===== src/rtl/dm_access.sv =====
// dm_access: M-stage data-memory access unit with req/gnt/rvalid bus handshake.
// Ports: req_* upstream access, mem_* data bus, rsp_* completion, busy to hazard unit.
module dm_access (
  input  logic        clk,
  input  logic        reset,
  input  logic        req_valid,
  output logic        req_ready,
  input  logic        req_we,
  input  logic [1:0]  req_size,
  input  logic        req_unsigned,
  input  logic [31:0] req_addr,
  input  logic [31:0] req_wdata,
  output logic        mem_req,
  output logic        mem_we,
  output logic [31:0] mem_addr,
  output logic [3:0]  mem_be,
  output logic [31:0] mem_wdata,
  input  logic        mem_gnt,
  input  logic        mem_rvalid,
  input  logic [31:0] mem_rdata,
  output logic        rsp_valid,
  output logic [31:0] rsp_rdata,
  output logic [1:0]  rsp_exc,
  output logic        busy
);

  typedef enum logic [1:0] {
    IDLE,
    REQ,
    WAIT,
    DONE
  } state_t;

  localparam logic [1:0] SZ_HALF = 2'b01;
  localparam logic [1:0] SZ_BYTE = 2'b10;

  state_t      state;
  state_t      state_nx;

  logic        lat_we;
  logic [1:0]  lat_size;
  logic        lat_uns;
  logic [1:0]  lat_a;

  logic        mis;
  logic [3:0]  st_be;
  logic [31:0] st_wdata;
  logic [7:0]  ld_b;
  logic [15:0] ld_h;
  logic [31:0] ld_ext;

  assign req_ready = (state == IDLE);
  assign busy      = (state != IDLE);
  assign mem_req   = (state == REQ);
  assign rsp_valid = (state == DONE);

  // Reserved size falls into the word branch.
  always_comb begin
    mis = 1'b0;
    unique case (req_size)
      SZ_BYTE: mis = 1'b0;
      SZ_HALF: mis = req_addr[0];
      default: mis = (req_addr[1:0] != 2'b00);
    endcase
  end

  always_comb begin
    st_be    = 4'hF;
    st_wdata = req_wdata;
    unique case (req_size)
      SZ_BYTE: begin
        st_be    = 4'b0001 << req_addr[1:0];
        st_wdata = {4{req_wdata[7:0]}};
      end
      SZ_HALF: begin
        st_be    = req_addr[1] ? 4'b1100 : 4'b0011;
        st_wdata = {2{req_wdata[15:0]}};
      end
      default: begin
        st_be    = 4'hF;
        st_wdata = req_wdata;
      end
    endcase
  end

  always_comb begin
    ld_b   = mem_rdata[7:0];
    ld_h   = lat_a[1] ? mem_rdata[31:16] : mem_rdata[15:0];
    ld_ext = mem_rdata;
    unique case (lat_a)
      2'd0:    ld_b = mem_rdata[7:0];
      2'd1:    ld_b = mem_rdata[15:8];
      2'd2:    ld_b = mem_rdata[23:16];
      default: ld_b = mem_rdata[31:24];
    endcase
    unique case (lat_size)
      SZ_BYTE: ld_ext = {{24{~lat_uns & ld_b[7]}}, ld_b};
      SZ_HALF: ld_ext = {{16{~lat_uns & ld_h[15]}}, ld_h};
      default: ld_ext = mem_rdata;
    endcase
  end

  always_ff @(posedge clk or posedge reset) begin
    if (reset) state <= IDLE;
    else       state <= state_nx;
  end

  always_comb begin
    state_nx = state;
    unique case (state)
      IDLE: if (req_valid) state_nx = mis ? DONE : REQ;
      REQ:  if (mem_gnt) state_nx = lat_we ? DONE : WAIT;
      WAIT: if (mem_rvalid) state_nx = DONE;
      DONE: state_nx = IDLE;
      default: state_nx = IDLE;
    endcase
  end

  always_ff @(posedge clk or posedge reset) begin
    if (reset) begin
      lat_we    <= 1'b0;
      lat_size  <= 2'b00;
      lat_uns   <= 1'b0;
      lat_a     <= 2'b00;
      mem_we    <= 1'b0;
      mem_be    <= 4'h0;
      mem_addr  <= 32'h0;
      mem_wdata <= 32'h0;
      rsp_rdata <= 32'h0;
      rsp_exc   <= 2'b00;
    end else begin
      if (state == IDLE && req_valid) begin
        lat_we    <= req_we;
        lat_size  <= req_size;
        lat_uns   <= req_unsigned;
        lat_a     <= req_addr[1:0];
        rsp_rdata <= 32'h0;
        if (mis) begin
          rsp_exc <= req_we ? 2'b10 : 2'b01;
        end else begin
          rsp_exc   <= 2'b00;
          mem_we    <= req_we;
          mem_be    <= req_we ? st_be : 4'hF;
          mem_addr  <= {req_addr[31:2], 2'b00};
          mem_wdata <= req_we ? st_wdata : 32'h0;
        end
      end
      if (state == REQ && mem_gnt) begin
        mem_we <= 1'b0;
        mem_be <= 4'h0;
      end
      if (state == WAIT && mem_rvalid) begin
        rsp_rdata <= ld_ext;
      end
    end
  end

endmodule


===== config.mk =====
export PLATFORM = sky130hd
export DESIGN_NAME = dm_access
export DESIGN_NICKNAME = d
export VERILOG_FILES = /design/src/rtl/dm_access.sv
export SDC_FILE = /design/constraint.sdc
export NUM_CORES = 1
export LEC_CHECK = 0
export ABC_AREA = 1
export BUFFER_PORTS_ARGS = -buffer_cell sky130_fd_sc_hd__buf_2
export CAP_MARGIN = 5
export CORE_AREA = 2 2 105 107
export CTS_BUF_LIST = sky130_fd_sc_hd__clkbuf_16
export DETAILED_ROUTE_END_ITERATION = 12
export DIE_AREA = 0 0 107 109
export PLACE_DENSITY = 0.84
export SLEW_MARGIN = 20
export SYNTH_ARGS = -nofsm -noshare
export SYNTH_HDL_FRONTEND = slang
export SYNTH_SLANG_ARGS = --single-unit

===== constraint.sdc =====
create_clock -name clk -period 5 [get_ports clk]
set_input_delay 0 -clock clk [delete_from_list [all_inputs] [get_ports clk]]
set_output_delay 0 -clock clk [all_outputs]
set_load 0.03 [all_outputs]

==> key figures <==
Run status
  – Status: finished clean

Global route
  – Overflow after GRT: 0
  – All-layer global routing usage: 0.293
  – Largest net degree at the start of global routing: 67
  – First-pass GRT wire length: 26,700 µm
  – Antenna violations before repair: 0
  – Vias in the first global route: 5,538

Timing
  – Final min period: roughly 2.7 ns
  – Max Slew Vio Count: 0
  – # setup viols final: 0
  – RSZ-0062 raised after global routing: false
  – Worst-Margin Slew: around 0.96 ns
  – Fmax: 368 MHz
  – Slew HR: 0.357
  – Endpoints failing hold: 0
  – Tcrit/Tclk final: 0.543
  – Setup_tns: 0 ns
  – Skew final: between 0.01 and 0.015 ns

Drt
  – Via count: 5,842
  – DR DRC count: 0
  – Via/cell ratio: between 5 and 6
  – Wire per inst: 15.5 µm
  – Drt initial violations: between 300 and 400
  – Antenna Nets Post-Route: 0
  – Detailed Routing Iterations Pass 1: 6
  – DRT Wirelength: 17,100 µm

Synthesis
  – Post-synthesis area per instance: between 7 and 8 µm²
  – Post-synthesis sequential area ratio: 0.500
  – Cell variety after synth: 31
  – Mapped cell area: around 5500 µm²
  – Yosys warning count: 0
  – FF+latch count, synth: 109
  – Cells after Synth: 701

CTS
  – Root Buffer: clkbuf_16
  – H-tree depth: 3
  – Clock tree buffer depth: 2
  – Sinks on Clock Net: approximately 110
  – Post_cts resized: 0
  – Worst skew pair latency: about 0.35 ns
  – Reg clk slew, reported paths: ~0.090 ns
  – CTS Buf Count: 9
  – TritonCTS clock tree: done
  – Setup bufs post-CTS: 0

Cells and area
  – Most frequent cells in the layout: nand2_1 (297), buf_2 (209), dfrtp_1 (109)
  – Post-route cell area: 7480 µm²
  – Post-layout nets: approximately 1,100
  – Most common cell after layout, fill and taps aside: nand2_1
  – Area grow syn2layout: 37.2%
  – Share of layout cells above drive strength 1: 0.266

Power
  – Switch Pwr: around 2.4 mW
  – Peak VDD IR: around 0.00037 V
  – PwrDens: 625 nW/µm²
  – Comb pwr share: 0.524
  – Sw Ratio: 0.504
  – Internal: ~2.3 mW
  – Clock Power Share: 0.158
  – Reg power frac: 0.319
  – Lkg Pwr: roughly 4.3 nW
  – Overall Power: approximately 4.7 mW

Critical path
  – Critical-path cell list: dlygate4sd3_1, buf_2, inv_1, ha_1, o21ai_2, nand2_2, nor2_4, inv_4, nand2_1, o21ai_0
  – Crit. Startpoint: req_size[0]
  – Kind of critical path: in2reg
  – Crit path launch type: primary input
  – Cell family with most CP delay: buffers and inverters
  – CP arrival: roughly 3 ns
  – Buf/Inv on CP: 4
  – Req. time, crit path: 5.21 ns
  – CP max-delay cell: nor2_4
  – Max incr delay on CP: ~0.64 ns
  – RR Startpoint: state[1]
  – Setup crit end kind: flip-flop
  – Worst Path Max Fanout: between 60 and 70

Floorplanning
  – Die height: between 100 and 150 µm
  – Core area: around 11,000 µm²
  – Die area: between 10,000 and 15,000 µm²
  – Die width: 107 µm
  – Cell Rows: 38
  – Initial Util: 0.514
  – I/O Pins: 212

Placed design
  – DP Wirelength: 10,500 µm
  – Placed instance area: 6470 µm²
  – Routability Congestion: 0.848
  – Port buffer count: about 210

Flow run
  – Max Cap Viol: 0

Worst hold path
  – Beginning of the worst hold path: mem_rdata[11]
  – Hold WC Path Type: in2reg
## repair_timing
action	in CTS	in global routing
hold buffers	70	0
setup endpoints to repair	0	0
hold endpoints to repair	113	0
## per-layer routing
metal | vias to the layer above | part of all wire | GRT usage
li1 | 2715 | - | -
met4 | 0 | 0.039 | 0.145
met5 | - | 0 | 0
met3 | 69 | 0.092 | 0.0711
met2 | 356 | 0.49 | 0.483
met1 | 2702 | 0.38 | 0.362
## layout make-up
type / count / area [µm²]
repair buffers: 280 / 1750
fillers: 822 / 3120
diodes: 1 / 2.50
flip-flops and latches: 109 / 2730
well taps: 140 / 175
multi-input cells: 497 / 2260
clock buffers: 9 / 225
inverters: 63 / 249
clock inverters: 7 / 81.3
## path summary, 6_finish.rpt
path / end / slack [ns] / cells past startpoint
setup / recovery: mem_wdata[19] / 2.29 / 10
hold / removal: rsp_rdata[11] / 0.01 / 5
setup reg to reg: mem_wdata[19] / 2.34 / 7
hold reg to reg: rsp_rdata[6] / 0.48 / 2
max in group asynchronous: mem_wdata[31] / 3.53 / 4
min in group asynchronous: rsp_rdata[18] / 0.25 / 3
## cell families (layout without fill, tap and decap cells)
group           count (synthesis)  count (layout)  share of synthesized area
flops                         109             109                      0.500
compound gates                134             134                      0.134
buf+inv                        96             359                     0.0849
other cells                     1               3                   0.000688
fa+ha+maj                       8               8                     0.0184
simple gates                  353             353                      0.262
## cell usage after synthesis
| cell type | instances | area [µm²] |
|---|---|---|
| or2_2 | 7 | 43.8 |
| conb_1 | 1 | 3.75 |
| buf_6 | 8 | 90.1 |
| a21oi_2 | 1 | 8.76 |
| buf_4 | 7 | 52.6 |
| clkinv_4 | 1 | 8.76 |
| inv_2 | 2 | 7.51 |
| o21ai_1 | 4 | 20.0 |
| o211ai_1 | 2 | 15.0 |
| nor2_8 | 1 | 20.0 |
| inv_4 | 2 | 12.5 |
| clkinv_1 | 1 | 3.75 |
| o22ai_1 | 1 | 6.26 |
| o21bai_1 | 1 | 7.51 |
| clkbuf_1 | 12 | 45.0 |
| buf_2 | 5 | 25.0 |
| o21ai_0 | 78 | 390 |
| nand2_1 | 297 | 1110 |
| nor2_4 | 1 | 11.3 |
| dfrtp_1 | 109 | 2730 |
| nand3_1 | 24 | 120 |
| o21ai_2 | 10 | 87.6 |
| a21oi_1 | 32 | 160 |
| a31oi_1 | 4 | 25.0 |
| nand2_2 | 1 | 6.26 |
| nor2_1 | 18 | 67.6 |
| nand2_4 | 4 | 45.0 |
| inv_1 | 57 | 214 |
| a22oi_1 | 1 | 7.51 |
| ha_1 | 8 | 100 |
| buf_1 | 1 | 3.75 |
## worst reg2reg max path, cell delays in order, from the launching register on
cell	delay [ns]
dfrtp_1	0.43
inv_1	0.12
ha_1	0.32
nand2_4	0.17
nor2_4	0.66
inv_4	0.44
nand2_1	0.23
o21ai_0	0.14
## power groups by stage
stage / clock [mW] / sequential (mW) / combinational, mW
6_report: 0.736 / 1.49 / 2.45
5_1_grt: 0.781 / 1.53 / 2.68
4_1_cts: 0.746 / 1.48 / 2.41
3_5_place_dp: 0 / 1.48 / 2.37
3_3_place_gp: 0 / 1.48 / 2.32
2_1_floorplan: 0 / 2.12 / 1.12
## state kept, by name, indices dropped and copies added, names as in the netlist, 2 cells and up
register and cells:
rsp_rdata 32, mem_addr 30, rsp_exc 2, mem_be 4, lat_size 2, state 2, lat_a 2, mem_wdata 32
## per-stage QoR
step                      hold WS (ns)  setup slack [ns]  instances  utilization
after global placement          0.0811              2.63       1019        0.610
after detailed placement        0.0823              2.54       1019        0.610
after floorplan                  0.117              2.13        702            -
after global routing            0.0280              2.16       1105        0.705
after CTS                      0.00310              2.50       1105        0.705
final                           0.0145              2.29       1106        0.705
Power figures use the tool's default switching activity.
